## src/rtl/riscv_regdump_unit.sv

```systemverilog
// Run-control and register-dump engine: runs the core for a bounded number of cycles,
// then stalls it and streams a range of architectural registers over valid/ready.
module riscv_regdump_unit #(
  parameter int XLEN           = 32,
  parameter int NREGS          = 32,
  parameter int FIRST_REG      = 1,
  parameter int LAST_REG       = 6,
  parameter int TIMEOUT_CYCLES = 55,
  parameter int CNT_W          = 16,
  localparam int IDX_W         = $clog2(NREGS)
) (
  input  logic             clk,
  input  logic             reset,
  input  logic             start,
  input  logic             halt_req,
  output logic             core_stall,
  output logic [IDX_W-1:0] dbg_raddr,
  input  logic [XLEN-1:0]  dbg_rdata,
  output logic             dump_valid,
  input  logic             dump_ready,
  output logic [IDX_W-1:0] dump_idx,
  output logic [XLEN-1:0]  dump_data,
  output logic [CNT_W-1:0] cycle_count,
  output logic             busy,
  output logic             done
);

  typedef enum logic [2:0] {
    S_IDLE,
    S_RUN,
    S_READ,
    S_SEND,
    S_DONE
  } state_t;

  localparam logic [IDX_W-1:0] FIRST_IDX    = IDX_W'(FIRST_REG);
  localparam logic [IDX_W-1:0] LAST_IDX     = IDX_W'(LAST_REG);
  localparam bit               TIMEOUT_EN   = (TIMEOUT_CYCLES != 0);
  localparam logic [CNT_W-1:0] TIMEOUT_LAST =
    CNT_W'((TIMEOUT_CYCLES == 0) ? 0 : TIMEOUT_CYCLES - 1);

  state_t           state_q, state_d;
  logic [IDX_W-1:0] idx;
  logic             trigger;
  logic             beat_taken;
  logic             last_beat;

  always_comb begin
    trigger    = halt_req || (TIMEOUT_EN && (cycle_count == TIMEOUT_LAST));
    beat_taken = dump_valid && dump_ready;
    last_beat  = (idx == LAST_IDX);
  end

  // NOTE: sequential state uses non-blocking assignments so every register samples
  // the pre-edge values of the others, independent of statement order.
  always_ff @(posedge clk or posedge reset) begin
    if (reset) state_q <= S_IDLE;
    else       state_q <= state_d;
  end

  // NOTE: state_d is defaulted before the case so no path leaves it unassigned,
  // which would otherwise infer a latch.
  always_comb begin
    state_d = state_q;
    case (state_q)
      S_IDLE:  if (start)      state_d = S_RUN;
      S_RUN:   if (trigger)    state_d = S_READ;
      S_READ:                  state_d = S_SEND;
      S_SEND:  if (beat_taken) state_d = last_beat ? S_DONE : S_READ;
      S_DONE:  if (start)      state_d = S_RUN;
      default:                 state_d = S_IDLE;
    endcase
  end

  always_comb begin
    busy = (state_q == S_READ) || (state_q == S_SEND);
    done = (state_q == S_DONE);
  end

  // Registered outputs and the dump cursor; the trigger cycle itself is not counted.
  always_ff @(posedge clk or posedge reset) begin
    if (reset) begin
      core_stall  <= 1'b1;
      dbg_raddr   <= '0;
      dump_valid  <= 1'b0;
      dump_idx    <= '0;
      dump_data   <= '0;
      cycle_count <= '0;
      idx         <= '0;
    end else begin
      case (state_q)
        S_IDLE, S_DONE: begin
          if (start) begin
            cycle_count <= '0;
            core_stall  <= 1'b0;
          end
        end
        S_RUN: begin
          if (trigger) begin
            core_stall <= 1'b1;
            idx        <= FIRST_IDX;
            dbg_raddr  <= FIRST_IDX;
          end else if (cycle_count != {CNT_W{1'b1}}) begin
            cycle_count <= cycle_count + CNT_W'(1);
          end
        end
        S_READ: begin
          dump_data  <= (idx == '0) ? '0 : dbg_rdata;
          dump_idx   <= idx;
          dump_valid <= 1'b1;
        end
        S_SEND: begin
          if (beat_taken) begin
            dump_valid <= 1'b0;
            if (!last_beat) begin
              idx       <= idx + IDX_W'(1);
              dbg_raddr <= idx + IDX_W'(1);
            end
          end
        end
        default: ;
      endcase
    end
  end

endmodule
```

## config.mk

```make
export PLATFORM = sky130hd
export DESIGN_NAME = riscv_regdump_unit
export DESIGN_NICKNAME = d
export VERILOG_FILES = /design/src/rtl/riscv_regdump_unit.sv
export SDC_FILE = /design/constraint.sdc
export NUM_CORES = 1
export LEC_CHECK = 0
export ABC_AREA = 1
export CORE_UTILIZATION = 43
export DETAILED_ROUTE_END_ITERATION = 16
export GPL_ROUTABILITY_DRIVEN = 0
export MAX_ROUTING_LAYER = met4
export PLACE_DENSITY = 0.77
export REMOVE_ABC_BUFFERS = 1
export SLEW_MARGIN = 15
export SYNTH_ARGS = -nofsm -noshare
export SYNTH_HDL_FRONTEND = slang
export SYNTH_SLANG_ARGS = --single-unit
```

## constraint.sdc

```tcl
create_clock -name clk -period 2.1 [get_ports clk]
set_clock_uncertainty 0.1 [all_clocks]
set_input_delay 0.63 -clock clk [delete_from_list [all_inputs] [get_ports clk]]
set_output_delay 0.63 -clock clk [all_outputs]
set_load 0.05 [all_outputs]
```

==> results.sh, run 1 <==
export IMPL_grt_overflow=0
export IMPL_placeableCoreArea_um2=7290
export IMPL_power_density_nw_per_um2=1370
export IMPL_antennaDiodeCount=0
export IMPL_vias=3167
export IMPL_post_route_min_period_ns=2.01
export IMPL_grt_max_degree=34
export IMPL_cts_sinks=63
export IMPL_final_nets=576
export IMPL_end_kind="output pin"
export IMPL_routedWlPerCell_um=13.3
export IMPL_synth_simple_gate_area_frac=0.388
export IMPL_ff_latch_area_um2=1580
export IMPL_setup_slack_ns=0.0869
export IMPL_drv_slew=0
export IMPL_setup_violations_final=0
export IMPL_avgSynthCellArea_um2=7.60
export IMPL_cts_setup_buffers=0
export IMPL_synthesis_area_um2=3260
export IMPL_slew_headroom=0.630
export IMPL_finalHoldViolCount=0
export IMPL_firstDrtPassIters=4
export IMPL_fp_dieH_um=89.1
export IMPL_r2r_slack_ns=0.17
export IMPL_port_buffers=98
export IMPL_ant_nets=0
export IMPL_cp_required_ns=1.37
export IMPL_num_fill_cells=639
export IMPL_hp_class="reg -> reg"
export IMPL_dp_hpwl_um=6120
export IMPL_power_leakage_nw=2.33
export IMPL_die_area_um2=7940
export IMPL_cts_root_buf="clkbuf_8"
export IMPL_cap_viol_max_count=0
export IMPL_crit_type="reg -> out"
export IMPL_postSynthCellCount=429
export IMPL_seq_area_frac_synth=0.484
export IMPL_cp_start_kind="flip-flop"
export IMPL_synthAdderAreaFrac=0.0192
export IMPL_synthDistinctLibCells=28
export IMPL_start_util=0.447
export IMPL_final_common_cell="nand2_1"
export IMPL_grt_pass1_wl_um=13100
export IMPL_path_clk_slew_ns=0.07
export IMPL_drive_above_1_share=0.221
export IMPL_rsz0062_at_grt="false"
export IMPL_dp_cells=622
export IMPL_synth_compound_area_frac=0.0426
export IMPL_grt_pass1_vias=2838
export IMPL_via_per_inst=4.96
export IMPL_tns_ns=0
export IMPL_clkLatencyLatePin_ns=0.34
export IMPL_timing_hold_ws_ns=0.380
export IMPL_drc=0
export IMPL_wl_um=8480
export IMPL_worst_ep_arrival_time_ns=1.28
export IMPL_pin_count=99
export IMPL_synthMuxAreaShare=0
export IMPL_status="finished, final reports clean"
export IMPL_synth_xor_area_share=0.00806
export IMPL_final_cell_mix="150 x nand2_1, 60 x dfrtp_1, 59 x nand3_1"
export IMPL_synthToLayoutAreaGrowth_pct=42.7
export IMPL_multiInputGateArea_um2=1490
export IMPL_yosys_warnings=0
export IMPL_fp_dieW_um=89.1
export IMPL_row_count=31
export IMPL_synth_top_family_by_area="simple AND/OR/NAND/NOR gates"
export IMPL_finalPower_mw=6.35
export IMPL_worst_slew_pin_slew_ns=0.555
export IMPL_final_cells=638
export IMPL_worstPathMaxFanout=3
export IMPL_fin_crit_sh=0.959
export IMPL_cts_tree="built"
export IMPL_grt_usage=0.222
export IMPL_drt_iter0_drc=180
export IMPL_vdd_ir_drop_max_uv=700
export IMPL_place_ws_ns=0.0452
export IMPL_timing_fmax_mhz=497
export IMPL_h_tree_depth=3
export IMPL_antenna_found_initial=0
export IMPL_numCtsBuffers=9
export IMPL_clk_path_buf_depth=2
export IMPL_synth_seq_cells=63
## metrics by stage
stage / util / area [µm²]
detailed placement: 0.612 / 4460
CTS: 0.638 / 4650
floorplan: - / 3190
global route: 0.638 / 4650
finish: 0.638 / 4650
global placement: 0.612 / 4460
## final timing paths
kind	from	endpoint	cells after the start
hold reg to reg	dump_data[3]	dump_data[3]	2
setup / recovery	state_q[1]	done	4
max in group asynchronous	reset	core_stall	3
hold / removal	dump_data[3]	dump_data[3]	2
min in group asynchronous	reset	cycle_count[2]	3
setup reg to reg	cycle_count[1]	cycle_count[12]	10
## cell type report
class                           count  area share
Multi-Input combinational cell    319       0.321
Clock inverter                      4     0.00968
Timing Repair Buffer              109       0.246
Tap cell                           99      0.0266
Clock buffer                       12      0.0312
Sequential cell                    63       0.340
Inverter                           32      0.0258
## timing repair
| item | CTS | global route |
|---|---|---|
| setup endpoints to repair | 0 | 19 |
| resized for setup | 0 | 3 |
| hold buffers | 0 | 0 |
## worst max-delay path, cell delays in order, from the launching register on
cell and delay, ns:
dfrtp_1 0.42, nor2_1 0.17, inv_2 0.07, nor2_2 0.13
buf_12 0.15
## sequential cells by signal, indices dropped and copies added (netlist names)
signal       count
core_stall       1
cycle_count     16
dump_data       32
dump_idx         5
dump_valid       1
idx              5
state_q          3
## synthesized netlist by cell type, drive strengths merged
| cell | n | area share |
|---|---|---|
| nand2 | 165 | 0.21 |
| dfrtp | 62 | 0.48 |
| nand3 | 61 | 0.097 |
| nor2 | 51 | 0.066 |
| inv | 32 | 0.037 |
| o21ai | 12 | 0.018 |
| clkbuf | 9 | 0.010 |
| nand4 | 8 | 0.015 |
| a21oi | 6 | 0.010 |
| buf | 6 | 0.012 |
| ha | 5 | 0.019 |
| o21bai | 4 | 0.0092 |
| nor3 | 2 | 0.0031 |
| xor2 | 2 | 0.0054 |
| dfstp | 1 | 0.0081 |
| o211ai | 1 | 0.0023 |
| o21a | 1 | 0.0023 |
| xnor2 | 1 | 0.0027 |
## cells by family after synthesis
group,count (synthesis)
buf+inv,47
compound gates,24
fa+ha+maj,5
simple gates,287
xor+xnor,3
flops,63
## metal layers
metal  routed length, µm  up-vias  global-route usage
met4                  99        0              0.0736
met5                   0        -                   -
met3                 327        8              0.0489
li1                    -     1572                   -
met2                4370       67               0.366
met1                3690     1520               0.272
## where the power goes
part           internal (mW)  switching (mW)  total [mW]  leakage [nW]
Clock                  0.575           0.449        1.02         0.100
Sequential              1.58           0.264        1.85         0.824
Combinational           1.05            2.44        3.48          1.41
Total                   3.21            3.15        6.35          2.33
Power figures use the tool's default switching activity.
==> inputs of run 2 (changes only) <==
--- a/config.mk
+++ b/config.mk
@@ -7,10 +7,11 @@
 export LEC_CHECK = 0
 export ABC_AREA = 1
 export CORE_UTILIZATION = 43
+export CTS_CLUSTER_DIAMETER = 100
 export DETAILED_ROUTE_END_ITERATION = 16
 export GPL_ROUTABILITY_DRIVEN = 0
 export MAX_ROUTING_LAYER = met4
-export PLACE_DENSITY = 0.77
+export PLACE_DENSITY = 0.85
 export REMOVE_ABC_BUFFERS = 1
 export SLEW_MARGIN = 15
 export SYNTH_ARGS = -nofsm -noshare
==> run 2 against run 1 <==
  * Final cell count decreased by 0.16%
  * Hold slack improved by 0.0044 ns
  * Die area unchanged
  * Combinational power increased by 1%
  * Register-to-register slack got worse by 0.03 ns
  * Non-clock buffer count decreased by 1
  * Setup slack improved by 0.0071 ns
==> results.sh, run 2 (synthesis gave the netlist of run 1 again) <==
export IMPL_drive_above_1_share=0.221
export IMPL_place_ws_ns=0.0340
export IMPL_setup_slack_ns=0.0940
export IMPL_fin_area_um2=4650
export IMPL_dp_cells=621
export IMPL_final_cells=637
export IMPL_post_route_min_period_ns=2.01
export IMPL_placeableCoreArea_um2=7290
export IMPL_cp_required_ns=1.37
export IMPL_cp_start_kind="flip-flop"
export IMPL_setup_violations_final=0
export IMPL_power_leakage_nw=2.33
export IMPL_finalHoldViolCount=0
export IMPL_antenna_found_initial=0
export IMPL_routedWlPerCell_um=13.9
export IMPL_holdPathStages=2
export IMPL_hp_start="dump_data[15]"
export IMPL_dp_hpwl_um=6330
export IMPL_dpl_cell_area_um2=4450
export IMPL_grt_pass1_vias=3014
export IMPL_synthToLayoutAreaGrowth_pct=42.6
export IMPL_numCtsBuffers=9
export IMPL_cap_viol_max_count=0
export IMPL_largest_reg_flops=32
export IMPL_grt_max_degree=64
export IMPL_final_common_cell="nand2_1"
export IMPL_power_density_nw_per_um2=1380
export IMPL_grt_pass1_wl_um=13900
export IMPL_clkLatencyLatePin_ns=0.34
export IMPL_final_cell_mix="150 x nand2_1, 60 x dfrtp_1, 59 x nand3_1"
export IMPL_firstDrtPassIters=4
export IMPL_row_count=31
export IMPL_via_per_inst=5.08
export IMPL_reg_largest_list="dump_data x32, cycle_count x16"
export IMPL_cts_setup_buffers=0
export IMPL_worst_ep_arrival_time_ns=1.28
export IMPL_timing_fmax_mhz=499
export IMPL_min_to="dump_data[15]"
export IMPL_fp_dieH_um=89.1
export IMPL_fin_crit_sh=0.955
export IMPL_start_util=0.447
export IMPL_post_route_util=0.638
export IMPL_pin_count=99
export IMPL_path_cells="nor2_2 -> inv_2 -> nor2_2 -> buf_12"
export IMPL_drt_iter0_drc=257
export IMPL_hp_class="reg -> reg"
export IMPL_ant_nets=0
export IMPL_timing_rr_start="cycle_count[0]"
export IMPL_worst_path_largest_cell_delay_ns=0.43
export IMPL_r2r_slack_ns=0.14
export IMPL_cts_sinks=63
export IMPL_path_clk_slew_ns=0.06
export IMPL_crit_slowest_cell="dfrtp_1"
export IMPL_vdd_ir_drop_max_uv=633
export IMPL_status="finished, final reports clean"
export IMPL_rsz0062_at_grt="false"
export IMPL_grt_overflow=0
export IMPL_wl_um=8880
export IMPL_r2r_end="cycle_count[13]"
export IMPL_regMostFlops="dump_data"
export IMPL_die_area_um2=7940
export IMPL_end_kind="output pin"
export IMPL_slew_headroom=0.649
export IMPL_grt_usage=0.238
export IMPL_h_tree_depth=3
export IMPL_vias=3237
export IMPL_cts_tree="built"
export IMPL_crit_type="reg -> out"
export IMPL_worst_slew_pin_slew_ns=0.525
export IMPL_cpMostUsedCell="nor2_2"
export IMPL_port_buffers=98
export IMPL_clk_path_buf_depth=2
export IMPL_reg2reg_depth=9
export IMPL_antennaDiodeCount=0
export IMPL_num_fill_cells=603
export IMPL_cts_root_buf="clkbuf_8"
export IMPL_final_nets=575
export IMPL_fp_dieW_um=89.1
export IMPL_drc=0
export IMPL_worstPathMaxFanout=3
export IMPL_drv_slew=0
run 2: cell count changes in the layout (fill, tap and decap cells not counted), sizes merged:
cell,delta
buf,-1
run 2: power breakdown:
| part | internal (mW) | leakage [nW] | switching [mW] |
|---|---|---|---|
| Clock | 0.575 | 0.100 | 0.451 |
| Combinational | 1.05 | 1.40 | 2.47 |
| Sequential | 1.58 | 0.824 | 0.271 |
run 2: repair_timing:
| item | 4_1_cts | 5_1_grt |
|---|---|---|
| endpoints found under the setup margin | 1 | 19 |
| hold buffers | 0 | 0 |
| gates resized for setup | 1 | 3 |
| endpoints found under the hold margin | 0 | 0 |
run 2: area by class of cell:
cell class                      instances  area (µm²)  share of cell area
Clock inverter                          4        45.0             0.00969
Tap cell                               99         124              0.0266
Multi-Input combinational cell        319        1500               0.322
Sequential cell                        63        1580               0.340
Clock buffer                           12         145              0.0312
Timing Repair Buffer                  108        1140               0.245
Inverter                               32         120              0.0258
run 2: layer usage:
metal | vias to the layer above | wire, µm | GRT usage
met3 | 24 | 473 | 0.0665
met2 | 115 | 4630 | 0.388
met5 | - | 0 | -
met1 | 1520 | 3500 | 0.279
li1 | 1578 | - | -
met4 | 0 | 277 | 0.0909
run 2: critical path: cells and delay by family, from the launching register on:
family / cells / cell delay [ns]
buf+inv: 2 / 0.22
flops: 1 / 0.43
simple gates: 2 / 0.28
run 2: worst max-delay path by stage:
| stage | from | endpoint | slack, ns | cells past startpoint |
|---|---|---|---|---|
| 5_1_grt | state_q[1] | busy | 0.01 | 3 |
| 3_3_place_gp | halt_req | cycle_count[9] | 0.09 | 8 |
| 4_1_cts | state_q[1] | done | 0.01 | 4 |
| 3_5_place_dp | halt_req | cycle_count[13] | 0.03 | 8 |
| 2_1_floorplan | state_q[1] | state_q[0] | -0.54 | 6 |
| 6_report | state_q[1] | done | 0.09 | 4 |
run 2: through the flow:
stage	total power, mW	hold slack [ns]	setup TNS, ns
floorplan	4.12	0.400	-29.54
global placement	5.27	0.363	0
detailed placement	5.38	0.366	0
CTS	6.43	0.384	0
global route	6.78	0.403	0
finish	6.40	0.384	0
==> inputs of run 3 (changes only) <==
--- a/config.mk
+++ b/config.mk
@@ -6,10 +6,12 @@
 export NUM_CORES = 1
 export LEC_CHECK = 0
 export ABC_AREA = 1
+export CORE_MARGIN = 8
 export CORE_UTILIZATION = 43
 export CTS_CLUSTER_DIAMETER = 100
 export DETAILED_ROUTE_END_ITERATION = 16
 export GPL_ROUTABILITY_DRIVEN = 0
+export HOLD_SLACK_MARGIN = 0.02
 export MAX_ROUTING_LAYER = met4
 export PLACE_DENSITY = 0.85
 export REMOVE_ABC_BUFFERS = 1
==> run 3 against run 2 <==
  * First-iteration DRC count shrank 19%
  * Largest cell class unchanged
  * Final cell count shrank 0.31%
  * Sequential share of layout area shrank 0.19 points
==> results.sh, run 3 (synthesis gave the netlist of run 1 again) <==
export IMPL_final_cell_mix="150 x nand2_1, 62 x dfrtp_1, 59 x nand3_1"
export IMPL_wl_met3_um=493
export IMPL_r2r_slack_ns=0.18
export IMPL_regMostFlops="dump_data"
export IMPL_cts_tree="built"
export IMPL_vias=3179
export IMPL_path_cells="inv_1 -> nor2_2 -> buf_12"
export IMPL_finalHoldViolCount=0
export IMPL_firstDrtPassIters=4
export IMPL_antennaDiodeCount=0
export IMPL_grt_max_degree=64
export IMPL_cts_sinks=63
export IMPL_ff_latch_area_um2=1580
export IMPL_crit_type="reg -> out"
export IMPL_fin_crit_sh=0.962
export IMPL_num_fill_cells=610
export IMPL_cts_root_buf="clkbuf_8"
export IMPL_drt_met1_wl_um=3790
export IMPL_worstPathMaxFanout=4
export IMPL_final_common_cell="nand2_1"
export IMPL_clkLatencyLatePin_ns=0.35
export IMPL_ant_nets=0
export IMPL_rsz0062_at_grt="false"
export IMPL_path_clk_slew_ns=0.08
export IMPL_largest_reg_flops=32
export IMPL_setup_violations_final=0
export IMPL_clk_path_buf_depth=2
export IMPL_antenna_found_initial=0
export IMPL_port_buffers=98
export IMPL_grt_pass1_wl_um=14700
export IMPL_reg_largest_list="dump_data x32, cycle_count x16"
export IMPL_final_cells=635
export IMPL_wl_met2_um=4830
export IMPL_fp_dieH_um=103
export IMPL_fp_dieW_um=103
export IMPL_dp_hpwl_um=6770
export IMPL_vdd_ir_drop_max_uv=616
export IMPL_slew_headroom=0.627
export IMPL_synthToLayoutAreaGrowth_pct=43.2
export IMPL_dp_cells=619
export IMPL_cp_start_kind="flip-flop"
export IMPL_h_tree_depth=3
export IMPL_worst_slew_pin_slew_ns=0.558
export IMPL_start_util=0.447
export IMPL_end_kind="output pin"
export IMPL_multiInputGateArea_um2=1500
export IMPL_row_count=31
export IMPL_wl_um=9450
export IMPL_timing_hold_ws_ns=0.385
export IMPL_cap_viol_max_count=0
export IMPL_final_nets=573
export IMPL_power_density_nw_per_um2=1410
export IMPL_die_area_um2=10600
export IMPL_top_layer="met4"
export IMPL_cp_required_ns=1.37
export IMPL_numCtsBuffers=9
export IMPL_worst_ep_arrival_time_ns=1.29
export IMPL_status="finished, final reports clean"
export IMPL_post_route_util=0.640
export IMPL_crit_slowest_cell="dfrtp_1"
export IMPL_power_leakage_nw=2.33
export IMPL_drt_iter0_drc=208
export IMPL_routedWlPerCell_um=14.9
export IMPL_timing_fmax_mhz=495
export IMPL_post_route_min_period_ns=2.02
export IMPL_drc=0
export IMPL_via_per_inst=5.01
export IMPL_grt_pass1_vias=3090
export IMPL_placeableCoreArea_um2=7290
export IMPL_hp_class="reg -> reg"
export IMPL_grt_usage=0.183
export IMPL_drive_above_1_share=0.218
export IMPL_finalPower_mw=6.57
export IMPL_pin_count=99
export IMPL_worst_path_largest_cell_delay_ns=0.45
export IMPL_drv_slew=0
export IMPL_grt_overflow=0
[run 3: cell count changes in the layout (fill, tap and decap cells not counted), sizes merged]
cell / previous run / this run
bufinv: 1 / 2
clkinv: 3 / 1
inv: 32 / 35
clkbuf: 12 / 9
clkinvlp: 0 / 1
buf: 72 / 70
[run 3: final timing paths]
kind / from / endpoint / cells past startpoint
setup / recovery: state_q[1] / busy / 3
hold / removal: dump_data[24] / dump_data[24] / 2
setup reg to reg: cycle_count[0] / cycle_count[9] / 10
hold reg to reg: dump_data[24] / dump_data[24] / 2
max in group asynchronous: reset / core_stall / 3
min in group asynchronous: reset / dump_data[14] / 3
[run 3: through the flow]
step	TNS [ns]	cell area (µm²)	setup WS (ns)
after global placement	0	4440	0.128
after detailed placement	0	4440	0.0714
after CTS	0	4670	0.0341
final	0	4670	0.0791
after global routing	0	4670	0.000714
after floorplan	-29.54	3190	-0.542
[run 3: final cells by class]
cell class / instances / area share
tap: 99 / 0.0265
inverter: 32 / 0.0257
clock buffer: 9 / 0.0265
clock inverter: 7 / 0.0220
timing repair buffer: 106 / 0.241
sequential: 63 / 0.338
multi-input combinational: 319 / 0.321
[run 3: timing repair]
action / CTS / global route
gates resized for setup: 1 / 1
setup endpoints to repair: 1 / 1
buffers inserted: 0 / 0
hold buffers: 0 / 0
[run 3: per-layer routing]
metal	global-route usage	up-vias
met5	-	-
met4	0.115	0
met3	0.0358	32
met2	0.298	101
met1	0.202	1483
li1	-	1563
[run 3: report_power, final]
group,leakage [nW],total (mW),internal [mW],switching [mW]
Combinational,1.39,3.51,1.04,2.47
Sequential,0.827,1.84,1.58,0.265
Clock,0.111,1.22,0.683,0.540
[run 3: worst max-delay path, delay by kind of cell (launching register included)]
family        cells  cell delay, ns
flops             1            0.45
buf+inv           2            0.28
simple gates      1            0.22
